==> config.mk <==
export PLATFORM = sky130hd
export DESIGN_NAME = csr_irq_ctrl
export DESIGN_NICKNAME = d
export VERILOG_FILES = /design/src/rtl/csr_irq_ctrl.sv
export SDC_FILE = /design/constraint.sdc
export NUM_CORES = 1
export LEC_CHECK = 0
export CAP_MARGIN = 40
export CORE_ASPECT_RATIO = 1.25
export CORE_MARGIN = 5
export CORE_UTILIZATION = 28
export DETAILED_ROUTE_END_ITERATION = 7
export GPL_ROUTABILITY_DRIVEN = 0
export PLACE_DENSITY = 0.81
export SLEW_MARGIN = 40
export SYNTH_ARGS = -nofsm -noshare
export SYNTH_HDL_FRONTEND = slang
export SYNTH_SLANG_ARGS = --single-unit
export TNS_END_PERCENT = 5
==> constraint.sdc <==
create_clock -name clk_i -period 1.85 [get_ports clk_i]
set_input_delay 0.2775 -clock clk_i [delete_from_list [all_inputs] [get_ports clk_i]]
set_output_delay 0.2775 -clock clk_i [all_outputs]
set_load 0.01 [all_outputs]
==> src/rtl/csr_irq_ctrl.sv <==
// csr_irq_ctrl: machine-mode interrupt controller beside the CSR unit.
// Owns mstatus.MIE/MPIE, mie and mip, prioritises MEI > MSI > MTI and
// requests a trap at instruction boundaries with a req/ack handshake.
// Build macro CSR_IRQ_TIMER_EN adds an internal mtime/mtimecmp timer that
// replaces mtip_i as the timer interrupt source.
//
// state | meaning
// ------+---------------------------------------------------------------
// IDLE  | no request outstanding; an interrupt may be accepted on retire_i
// REQ   | trap requested, cause held stable until irq_ack_i
module csr_irq_ctrl #(
    parameter int Xlen       = 32,
    parameter int SyncStages = 2,
    parameter int TimerWidth = Xlen
) (
    input  logic            clk_i,
    input  logic            rst_i,
    input  logic            msip_i,
    input  logic            mtip_i,
    input  logic            meip_i,
    input  logic            csr_we_i,
    input  logic [11:0]     csr_addr_i,
    input  logic [Xlen-1:0] csr_wdata_i,
    output logic [Xlen-1:0] csr_rdata_o,
    input  logic            retire_i,
    input  logic            mret_i,
    output logic            irq_req_o,
    output logic [Xlen-1:0] irq_cause_o,
    input  logic            irq_ack_i
);

    localparam logic [11:0] ADDR_MSTATUS  = 12'h300;
    localparam logic [11:0] ADDR_MIE      = 12'h304;
    localparam logic [11:0] ADDR_MIP      = 12'h344;
    localparam logic [11:0] ADDR_MTIME    = 12'h7C0;
    localparam logic [11:0] ADDR_MTIMECMP = 12'h7C1;

    typedef enum logic {
        ST_IDLE = 1'b0,
        ST_REQ  = 1'b1
    } state_t;

    state_t                state_q;
    state_t                state_d;
    logic [SyncStages-1:0] meip_sync_q;
    logic                  meip_s;
    logic                  mstatus_mie_q;
    logic                  mstatus_mpie_q;
    logic                  mie_msie_q;
    logic                  mie_mtie_q;
    logic                  mie_meie_q;
    logic                  mtip;
    logic                  pend_msi;
    logic                  pend_mti;
    logic                  pend_mei;
    logic                  fire;
    logic                  ack_take;
    logic                  mret_take;
    logic                  wr_mstatus;
    logic                  wr_mie;
    logic [3:0]            code;
    logic [Xlen-1:0]       cause_q;
    logic [Xlen-1:0]       cause_d;
    logic                  unused_inputs;

    // Only a few write-data bits land in registers; the rest are don't-care.
    assign unused_inputs = ^{csr_wdata_i, mtip_i};

    assign wr_mstatus = csr_we_i && (csr_addr_i == ADDR_MSTATUS);
    assign wr_mie     = csr_we_i && (csr_addr_i == ADDR_MIE);

    // meip_i is asynchronous: shift it through a synchronizer chain.
    always_ff @(posedge clk_i or posedge rst_i) begin
        if (rst_i) begin
            meip_sync_q <= '0;
        end else begin
            meip_sync_q <= {meip_sync_q[SyncStages-2:0], meip_i};
        end
    end

    assign meip_s = meip_sync_q[SyncStages-1];

`ifdef CSR_IRQ_TIMER_EN
    logic [TimerWidth-1:0] mtime_q;
    logic [TimerWidth-1:0] mtimecmp_q;
    logic                  mtip_q;

    // Free-running mtime, writable mtimecmp and a registered compare.
    always_ff @(posedge clk_i or posedge rst_i) begin
        if (rst_i) begin
            mtime_q    <= '0;
            mtimecmp_q <= '1;
            mtip_q     <= 1'b0;
        end else begin
            mtime_q <= mtime_q + TimerWidth'(1);
            mtip_q  <= (mtime_q >= mtimecmp_q);
            if (csr_we_i && (csr_addr_i == ADDR_MTIMECMP)) begin
                mtimecmp_q <= csr_wdata_i[TimerWidth-1:0];
            end
        end
    end

    assign mtip = mtip_q;
`else
    logic [TimerWidth-1:0] unused_timer_width;

    // No timer hardware: the width parameter is simply carried along.
    assign unused_timer_width = '0;
    assign mtip               = mtip_i;
`endif

    // mie: only MSIE, MTIE and MEIE exist.
    always_ff @(posedge clk_i or posedge rst_i) begin
        if (rst_i) begin
            mie_msie_q <= 1'b0;
            mie_mtie_q <= 1'b0;
            mie_meie_q <= 1'b0;
        end else if (wr_mie) begin
            mie_msie_q <= csr_wdata_i[3];
            mie_mtie_q <= csr_wdata_i[7];
            mie_meie_q <= csr_wdata_i[11];
        end
    end

    // mstatus.MIE/MPIE: trap entry beats mret, which beats a CSR write.
    always_ff @(posedge clk_i or posedge rst_i) begin
        if (rst_i) begin
            mstatus_mie_q  <= 1'b0;
            mstatus_mpie_q <= 1'b0;
        end else if (ack_take) begin
            mstatus_mpie_q <= mstatus_mie_q;
            mstatus_mie_q  <= 1'b0;
        end else if (mret_take) begin
            mstatus_mie_q  <= mstatus_mpie_q;
            mstatus_mpie_q <= 1'b1;
        end else if (wr_mstatus) begin
            mstatus_mie_q  <= csr_wdata_i[3];
            mstatus_mpie_q <= csr_wdata_i[7];
        end
    end

    assign pend_msi = msip_i & mie_msie_q;
    assign pend_mti = mtip   & mie_mtie_q;
    assign pend_mei = meip_s & mie_meie_q;
    assign fire     = mstatus_mie_q & (pend_msi | pend_mti | pend_mei) & retire_i;

    // Next-state, cause selection and handshake qualifiers.
    always_comb begin
        state_d   = state_q;
        cause_d   = cause_q;
        ack_take  = 1'b0;
        mret_take = 1'b0;
        code      = 4'd7;
        if (pend_mei) begin
            code = 4'd11;
        end else if (pend_msi) begin
            code = 4'd3;
        end
        case (state_q)
            ST_IDLE: begin
                mret_take = mret_i;
                if (fire) begin
                    state_d = ST_REQ;
                    cause_d = {1'b1, {(Xlen-5){1'b0}}, code};
                end
            end
            ST_REQ: begin
                if (irq_ack_i) begin
                    state_d  = ST_IDLE;
                    ack_take = 1'b1;
                end
            end
        endcase
    end

    // State register and latched cause.
    always_ff @(posedge clk_i or posedge rst_i) begin
        if (rst_i) begin
            state_q <= ST_IDLE;
            cause_q <= '0;
        end else begin
            state_q <= state_d;
            cause_q <= cause_d;
        end
    end

    assign irq_req_o   = (state_q == ST_REQ);
    assign irq_cause_o = cause_q;

    // Combinational CSR read mux; unowned addresses read zero.
    always_comb begin
        csr_rdata_o = '0;
        case (csr_addr_i)
            ADDR_MSTATUS: begin
                csr_rdata_o[3]     = mstatus_mie_q;
                csr_rdata_o[7]     = mstatus_mpie_q;
                csr_rdata_o[12:11] = 2'b11;
            end
            ADDR_MIE: begin
                csr_rdata_o[3]  = mie_msie_q;
                csr_rdata_o[7]  = mie_mtie_q;
                csr_rdata_o[11] = mie_meie_q;
            end
            ADDR_MIP: begin
                csr_rdata_o[3]  = msip_i;
                csr_rdata_o[7]  = mtip;
                csr_rdata_o[11] = meip_s;
            end
`ifdef CSR_IRQ_TIMER_EN
            ADDR_MTIME:    csr_rdata_o = Xlen'(mtime_q);
            ADDR_MTIMECMP: csr_rdata_o = Xlen'(mtimecmp_q);
`endif
            default: csr_rdata_o = '0;
        endcase
    end

endmodule

==> impl_metrics.tcl, run 1 <==
set metrics [dict create \
    grt-ovfl-total 0 \
    finalHoldViolCount 0 \
    place_hpwl_um 2000 \
    swShare 0.284 \
    cts_root_buffer "clkbuf_8" \
    synth_common_cells "57 x buf_4, 11 x dfrtp_1, 5 x a21oi_1, 5 x inv_1" \
    seq_area_frac_synth 0.254 \
    synthFlopType "dfrtp_1" \
    p_seq_frac 0.387 \
    cts_made_buffers 3 \
    path_max_fanout 4 \
    instances_no_fill 197 \
    seq_area_um2 275 \
    synth_area_per_cell_um2 9.17 \
    p_clk_frac 0.364 \
    violations "negative setup slack" \
    grt_pass1_wl_um 3110 \
    setup_viol_count_final 1 \
    critPathRequiredTime_ns 1.57 \
    switching_power_mw 0.186 \
    power_mw 0.654 \
    slowest_stage "or4_4" \
    multi_input_area_um2 561 \
    cap_violations 0 \
    die_y_um 79.5 \
    synth-edff-count 0 \
    finClkSkew_ns 0.00373 \
    critPathArrivalTime_ns 1.59 \
    antenna_found_initial 0 \
    p_per_area_mw_per_mm2 492 \
    drt-initial-drc-count 7 \
    regToRegSetupSlack_ns 0.57 \
    critical_path_buf_inv_count 2 \
    postRouteWirelength_um 2210 \
    ir_drop_v 0.000352 \
    wl_per_cell_um 11.2 \
    grt_max_degree 12 \
    cp_slowest_stage_delay_ns 0.52 \
    period_share 1.01 \
    fp-row-count 25 \
    p_int_mw 0.468 \
    viasPerCell 3.73 \
    synth_largest_type_area_fraction 0.395 \
    drive_above_1_share 0.178 \
    rsz0062_at_grt "true" \
    track_usage 0.0766 \
    min-delay-path-class "input pin to asynchronous set/reset pin" \
    place_area_mm2 0.00127 \
    drtAntennaViolNets 0 \
    synth_area_leader_cell "buf_4" \
    path_class "input pin to output port" \
    endpoint_kind "output port" \
    whs_ns 0.346 \
    fin_nets 211 \
    cts.sinks 11 \
    synth_warnings 0 \
    ys_ff_latch 11 \
    crit_path_start_kind "input pin" \
    p_comb_frac 0.249 \
    htree_levels 1 \
    grt_pass1_vias 656 \
    finalWorstSetupSlack_ns -0.0149 \
    synth.distinct_cells 28 \
    clock_latency_ns 0.23 \
    ios 118 \
    dp_cells 192 \
    period_minus_slack_ns 1.86 \
    die-area_mm2 0.00522 \
    outcome "complete, but fails checks" \
    syn-cell-area_mm2 0.00108 \
    yosysMostFrequentCell "buf_4" \
    fp.dieW_um 65.6 \
    n_antenna_cell 0 \
    synth.area.top_cells "buf_4 40%, dfrtp_1 25%, mux2_4 4.2%" \
    clkTransAtPathRegs_ns 0.05 \
    syn_to_final_growth_pct 22.9 \
    drcViolationCount 0 \
    fmax_mhz 536 \
    start_util 0.288 \
    nFillCells 392 \
    synthArstFlopShare 1.00 \
    cts_tree "built" \
    synth_cells 118 \
    slew_viol_final 0 \
    core_mm2 0.00375 \
    critPathTopFamily "simple AND/OR/NAND/NOR gates" \
    power_leakage_nw 0.732 \
    crit_chain "buf_6 -> or4_4 -> or3_4 -> a221oi_2 -> buf_2" \
    fin_area_mm2 0.00133 \
    clockBufferDepth 2 \
    drtPass1Iterations 4 \
    routed-via-count 735 \
    port_buffers 33 \
]
[routing by layer]
| layer | track usage | up-vias | wire length [µm] |
|---|---|---|---|
| li1 | - | 354 | - |
| met1 | 0.0884 | 336 | 745 |
| met2 | 0.142 | 45 | 1230 |
| met3 | 0.0197 | 0 | 226 |
| met4 | 0.0124 | 0 | 0 |
| met5 | 0 | - | 0 |
[layout by cell type, fill, tap and decap left out, drive strengths merged, types with 2 or more instances in the layout]
cell type / instances
buf: 14
nor2: 4
dfrtp: 11
nand3: 2
dlymetal6s2s: 8
conb: 55
nand3b: 2
and3b: 2
a21oi: 5
clkdlybuf4s50: 17
clkbuf: 4
inv: 5
mux2i: 4
mux2: 4
nand2: 3
o21a: 2
nor4: 2
[area by class of cell]
cell class | count | share of cell area
multi-input cells | 97 | 0.421
repair buffers | 40 | 0.286
flip-flops and latches | 11 | 0.207
well taps | 40 | 0.0376
clock buffers | 4 | 0.0339
inverters | 5 | 0.0141
[sequential cells by signal, summed over array words and instances (netlist names)]
register	count
irq_cause_o	3
meip_sync_q	2
irq_req_o	1
mie_meie_q	1
mie_msie_q	1
mie_mtie_q	1
mstatus_mie_q	1
mstatus_mpie_q	1
[cells by family after synthesis]
group	share of synthesized area
AO/OA/AOI/OAI	0.0774
AND/OR/NAND/NOR	0.154
other	0.00346
flip-flops	0.254
buffers and inverters	0.422
multiplexers	0.0890
[power by group through the flow]
stage / Clock (mW) / Sequential [mW] / Combinational (mW)
floorplan: 0 / 0.257 / 0.176
global placement: 0 / 0.257 / 0.158
detailed placement: 0 / 0.258 / 0.161
CTS: 0.243 / 0.254 / 0.160
global route: 0.259 / 0.254 / 0.178
finish: 0.238 / 0.253 / 0.163
[stage by stage]
step	setup TNS [ns]	setup WS (ns)	utilization
final	-0.0149	-0.0149	0.354
after floorplan	0	0.0692	-
after detailed placement	-4.37	-0.791	0.339
after CTS	-0.0916	-0.0732	0.345
after global placement	-4.11	-0.748	0.339
after global routing	-0.125	-0.0831	0.354
[worst paths after layout]
check | start | to | cells past startpoint
max in group asynchronous | rst_i | mie_msie_q$_DFFE_PP0P_ | 2
worst min-delay path | rst_i | meip_sync_q[1]$_DFF_PP0_ | 2
worst max register to register | irq_req_o$_DFF_PP0_ | mstatus_mpie_q$_DFFE_PP0P_ | 3
min in group clk_i | meip_sync_q[0]$_DFF_PP0_ | meip_sync_q[1]$_DFF_PP0_ | 0
worst min register to register | meip_sync_q[0]$_DFF_PP0_ | meip_sync_q[1]$_DFF_PP0_ | 0
worst max-delay path | csr_addr_i[5] | csr_rdata_o[11] | 5
[what timing repair did]
| action | in CTS | in global routing |
|---|---|---|
| setup buffers | 0 | 1 |
| hold buffers | 0 | 0 |
| setup endpoints to repair | 8 | 6 |
| gates resized for setup | 30 | 9 |
| pin swaps | 2 | 4 |
Power figures use the tool's default switching activity.
==> run 2: changes to the inputs <==
--- a/config.mk
+++ b/config.mk
@@ -5,7 +5,6 @@
 export SDC_FILE = /design/constraint.sdc
 export NUM_CORES = 1
 export LEC_CHECK = 0
-export CAP_MARGIN = 40
 export CORE_ASPECT_RATIO = 1.25
 export CORE_MARGIN = 5
 export CORE_UTILIZATION = 28
==> results of run 2 <==
No change in the layout: final DEF, timing and power equal those of run 1.
==> run 3: changes to the inputs <==
--- a/config.mk
+++ b/config.mk
@@ -11,7 +11,7 @@
 export DETAILED_ROUTE_END_ITERATION = 7
 export GPL_ROUTABILITY_DRIVEN = 0
 export PLACE_DENSITY = 0.81
-export SLEW_MARGIN = 40
+export SLEW_MARGIN = 20
 export SYNTH_ARGS = -nofsm -noshare
 export SYNTH_HDL_FRONTEND = slang
 export SYNTH_SLANG_ARGS = --single-unit
==> results of run 3 <==
No change in the layout: final DEF, timing and power equal those of run 1.
